**src/rtl/mode_sequencer.sv**
```systemverilog
// Steps four mode blocks through PREP (reset pulse) and RUN (DWELL-cycle enable) visits, with registered outputs.
// Define MODE_SEQ_LOOP_EN to wrap from mode 3 back to mode 0 instead of returning to IDLE after one pass.
module mode_sequencer #(
    parameter int unsigned DWELL = 32
) (
    input  logic       clk,
    input  logic       reset,
    input  logic       start,
    input  logic       stop,
    input  logic       next,
    input  logic [7:0] m1_out,
    input  logic [7:0] m2_out,
    input  logic [7:0] m3_out,
    input  logic [7:0] m4_out,
    output logic [3:0] en,
    output logic       mode_rst,
    output logic [7:0] OUT,
    output logic [1:0] mode_idx,
    output logic       busy
);

    typedef enum logic [1:0] {IDLE, PREP, RUN} state_t;

    state_t      state, state_nxt;
    logic [1:0]  idx_nxt;
    logic [15:0] cnt, cnt_nxt;
    logic [7:0]  m_sel;

    always_comb begin
        m_sel = 8'h00;
        case (mode_idx)
            2'd0:    m_sel = m1_out;
            2'd1:    m_sel = m2_out;
            2'd2:    m_sel = m3_out;
            default: m_sel = m4_out;
        endcase
    end

    always_comb begin
        state_nxt = state;
        idx_nxt   = mode_idx;
        cnt_nxt   = cnt;
        case (state)
            IDLE: begin
                if (start && !stop) begin
                    state_nxt = PREP;
                    idx_nxt   = 2'd0;
                    cnt_nxt   = 16'd0;
                end
            end
            PREP: begin
                cnt_nxt = 16'd0;
                if (stop) begin
                    state_nxt = IDLE;
                    idx_nxt   = 2'd0;
                end else begin
                    state_nxt = RUN;
                end
            end
            RUN: begin
                if (stop) begin
                    state_nxt = IDLE;
                    idx_nxt   = 2'd0;
                    cnt_nxt   = 16'd0;
                end else if (next || cnt == 16'(DWELL - 1)) begin
                    cnt_nxt = 16'd0;
                    idx_nxt = mode_idx + 2'd1;
                    if (mode_idx == 2'd3) begin
`ifdef MODE_SEQ_LOOP_EN
                        state_nxt = PREP;
`else
                        state_nxt = IDLE;
`endif
                    end else begin
                        state_nxt = PREP;
                    end
                end else begin
                    cnt_nxt = cnt + 16'd1;
                end
            end
            default: begin
                state_nxt = IDLE;
                idx_nxt   = 2'd0;
                cnt_nxt   = 16'd0;
            end
        endcase
    end

    // Outputs are decoded from the next state so they line up with the state they describe.
    always_ff @(posedge clk) begin
        if (reset) begin
            state    <= IDLE;
            mode_idx <= 2'd0;
            cnt      <= 16'd0;
            en       <= 4'b0000;
            mode_rst <= 1'b0;
            OUT      <= 8'h00;
            busy     <= 1'b0;
        end else begin
            state    <= state_nxt;
            mode_idx <= idx_nxt;
            cnt      <= cnt_nxt;
            en       <= (state_nxt == RUN) ? 4'(4'b0001 << idx_nxt) : 4'b0000;
            mode_rst <= (state_nxt == PREP);
            // OUT shows the previous RUN cycle's sample, so the first RUN cycle reads zero.
            OUT      <= (state == RUN && state_nxt == RUN) ? m_sel : 8'h00;
            busy     <= (state_nxt != IDLE);
        end
    end

endmodule

```
**config.mk**
```make
export PLATFORM = sky130hd
export DESIGN_NAME = mode_sequencer
export DESIGN_NICKNAME = d
export VERILOG_FILES = /design/src/rtl/mode_sequencer.sv
export SDC_FILE = /design/constraint.sdc
export NUM_CORES = 1
export LEC_CHECK = 0
export ABC_AREA = 1
export BUFFER_PORTS_ARGS = -buffer_cell sky130_fd_sc_hd__clkbuf_2
export CELL_PAD_IN_SITES_DETAIL_PLACEMENT = 1
export CELL_PAD_IN_SITES_GLOBAL_PLACEMENT = 2
export CORE_UTILIZATION = 28
export CTS_CLUSTER_DIAMETER = 50
export DETAILED_ROUTE_END_ITERATION = 16
export GPL_ROUTABILITY_DRIVEN = 0
export GPL_TIMING_DRIVEN = 1
export HOLD_SLACK_MARGIN = 0.1
export PLACE_DENSITY_LB_ADDON = 0.3
export SLEW_MARGIN = 20
export SYNTH_ARGS = -nofsm -noshare
export SYNTH_HDL_FRONTEND = slang
export SYNTH_SLANG_ARGS = --single-unit
```
**constraint.sdc**
```tcl
create_clock -name clk -period 2.01 [get_ports clk]
set_input_delay 0.3015 -clock clk [delete_from_list [all_inputs] [get_ports clk]]
set_output_delay 0.3015 -clock clk [all_outputs]
set_load 0.02 [all_outputs]
```
==> results.toml <==
[status]
status = "complete, no violations"

[min_path]
whs_path_depth = 3
hp-class = "in2reg"
worstHoldEndpoint = "OUT[7]"
worstHoldStart = "m4_out[7]"

[yosys]
synth.most_common_cell = "nand2_1"
async_flop_share_pct = 0
synth_top_area_cell = "dfxtp_1"
synth.area.top_cells = "dfxtp_1 (40%), nand2_1 (12%), nor2_1 (8.8%), inv_1 (5.3%), ha_1 (4.4%)"
syn_nets = 266
synth_edf_count = 0
synth_cell_types = 32
synth-main-ff-cell = "dfxtp_1"
syn_avg_cell_area_sq_um = 7.64
yosysWarnings = 0
ys_top_cells_by_count = "nand2_1 (53), nor2_1 (40), dfxtp_1 (34)"
synth_area_sq_um = 1700
ys_seq_area_share_pct = 39.9
ys_ff_latch = 34
synthCells = 223
synth.top_cell.area_share_pct = 39.9

[setup_path]
reg2reg_to = "cnt[9]"
r2r_start = "cnt[0]"
path_cells = "ha_1, nand2_1, inv_1, nand2_1, nor2_1, nand2_1, nand3_2, nand2_1, nand2_2, nor3b_1"
critPathMaxFanout = 15
critPathCaptureType = "flop"
path_common_cell = "nand2_1"
crit_slowest_cell = "dfxtp_1"
worstPathArrival_ps = 1870
cp-start-kind = "flop"
slowest_delay_ps = 330
crit_type = "reg2reg"
rrSetupSlack_ps = 340
cp.required_ps = 2210
ff2ff_path_depth = 10

[sta]
min_period_ps = 1670
slew_headroom_pct = 69.5
final_hold_viol_count = 0
finalMaxSlewViolations = 0
fin_skew_ps = 4.11
rsz0062_at_grt = "no"
clock.fmax_mhz = 599
final.setup.tns_ps = 0
whs_ps = 279
tightest_slew_ps = 456
setup_violations = 0
post-route-period-util_pct = 83.0
setup_slack_ps = 342

[floorplan]
io_pins = 53
die_w_microns = 80.0
initial_core_util_pct = 29.0
die_area_sq_um = 6400
dieHeight_microns = 80.0
core_sq_um = 5890
row_count = 28

[place]
hpwl_microns = 3300
place_ws_ps = 325
placed_cell_area_sq_um = 2030
portBuffers = 52

[detailed_routing]
drt_iter0_markers = 42
vias = 1534
first_pass_iters = 4
postRouteAntennaNets = 0
avgRoutedWirePerCell_microns = 11.9
drcViolationCount = 0
wl_microns = 4180
vias_per_cell = 4.35

[cts]
post_cts_buffers = 0
clkTransAtPathRegs_ps = 70
cts.sinks = 34
root_buffer = "clkbuf_8"
cts_inserted_buffers = 5
insertion_delay_ps = 280
clockBufferDepth = 2
htreeDepth = 2
ctsHoldBuffers = 0
tritoncts = "yes"
cts.repair.resized = 0

[cells_and_area]
diodes = 0
fillers = 749
drive_above_1_share_pct = 27.0
fin_area_sq_um = 2140
syn_to_final_growth_pct = 25.5
fin_nets = 320
final_core_util_pct = 36.3

[global_routing]
use_met1_pct = 18.7
grt_first_pass_wirelength_microns = 7110
first_global_vias = 1527
gr-usage-met2_pct = 23.8
grt.busiest_layer = "met2"
gr-total-overflow = 0
grt_usage_pct = 14.6
antenna_found_initial = 0
grt_max_degree = 17
met3_usage_pct = 3.43

[power]
power.leakage_nw = 1.05
peakVddDrop_mv = 0.263
power.density_nw_per_um2 = 660

[flow_run]
cap_violations = 0
power breakdown:
| group | switching (mW) | internal (mW) | leakage [nW] |
|---|---|---|---|
| sequential | 0.00492 | 0.681 | 0.275 |
| combinational | 0.0597 | 0.0483 | 0.727 |
| clock | 0.246 | 0.371 | 0.0524 |
| total | 0.311 | 1.10 | 1.05 |
kinds of logic (layout without fill, tap and decap cells):
| family | after synthesis | count (layout) | share of synthesized area, % |
|---|---|---|---|
| and+or+nand+nor | 120 | 120 | 33.9 |
| AOI/OAI and AO/OA | 27 | 27 | 11.6 |
| buffers and inverters | 30 | 85 | 7.05 |
| DFF | 34 | 34 | 39.9 |
| adders and majority gates | 6 | 6 | 4.41 |
| xor gates and xnor gates | 6 | 6 | 3.08 |
worst max-delay path, delay by kind of cell (launching register included):
kind / cells / cell delay [ps]
AND/OR/NAND/NOR: 8 / 970
buffers and inverters: 1 / 80
adder cells (fa/ha/maj): 1 / 210
flip-flops: 1 / 330
layout by cell type (no fill, tap or decap), drive strengths merged:
cell type  Yosys  final
a21o           1      1
a21oi          6      6
a22o           8      8
a31o           1      1
bufinv         0      1
clkbuf         3     59
dfxtp         34     34
ha             6      6
inv           25     25
nand2         58     58
nand3          9      9
nand4          2      2
nor2          43     43
nor3           4      4
nor3b          3      3
nor4           1      1
o21ai          2      2
o22ai          9      9
xnor2          2      2
xor2           4      4
how the worst max path moves through the flow:
stage           startpoint  slack (ps)  depth (start not counted)       to
2_1_floorplan  mode_idx[0]         550                          6   OUT[6]
3_3_place_gp        cnt[0]         390                         10   cnt[4]
3_5_place_dp        cnt[0]         330                         10  cnt[11]
4_1_cts             cnt[0]         310                         10   cnt[9]
5_1_grt             cnt[0]          90                         10   cnt[9]
6_report            cnt[0]         340                         10   cnt[9]
final cells by class:
cell class / instances / area [sq um] / area share [%]
well taps: 75 / 93.8 / 4.39
clock buffers: 7 / 76.3 / 3.57
repair buffers: 52 / 260 / 12.2
inverters: 25 / 93.8 / 4.39
clock inverters: 1 / 30.0 / 1.40
multi-input cells: 159 / 903 / 42.2
flip-flops and latches: 34 / 681 / 31.8
sequential cells by signal, summed over array words and instances (netlist names):
signal	flops
mode_rst	1
state	2
mode_idx	2
cnt	16
en	4
OUT	8
busy	1
stage by stage:
| step | power, mW | instances |
|---|---|---|
| global route | 1.48 | 353 |
| detailed placement | 0.810 | 345 |
| CTS | 1.45 | 353 |
| finish | 1.41 | 353 |
| floorplan | 0.760 | 223 |
| global placement | 0.810 | 345 |
per-layer routing:
metal | up-vias | share of wire (%)
met5 | - | 0
met4 | 0 | 1.3
met3 | 5 | 4.4
met2 | 33 | 45
met1 | 674 | 50
li1 | 822 | -
Note: power is estimated with default switching activity, not from simulation.
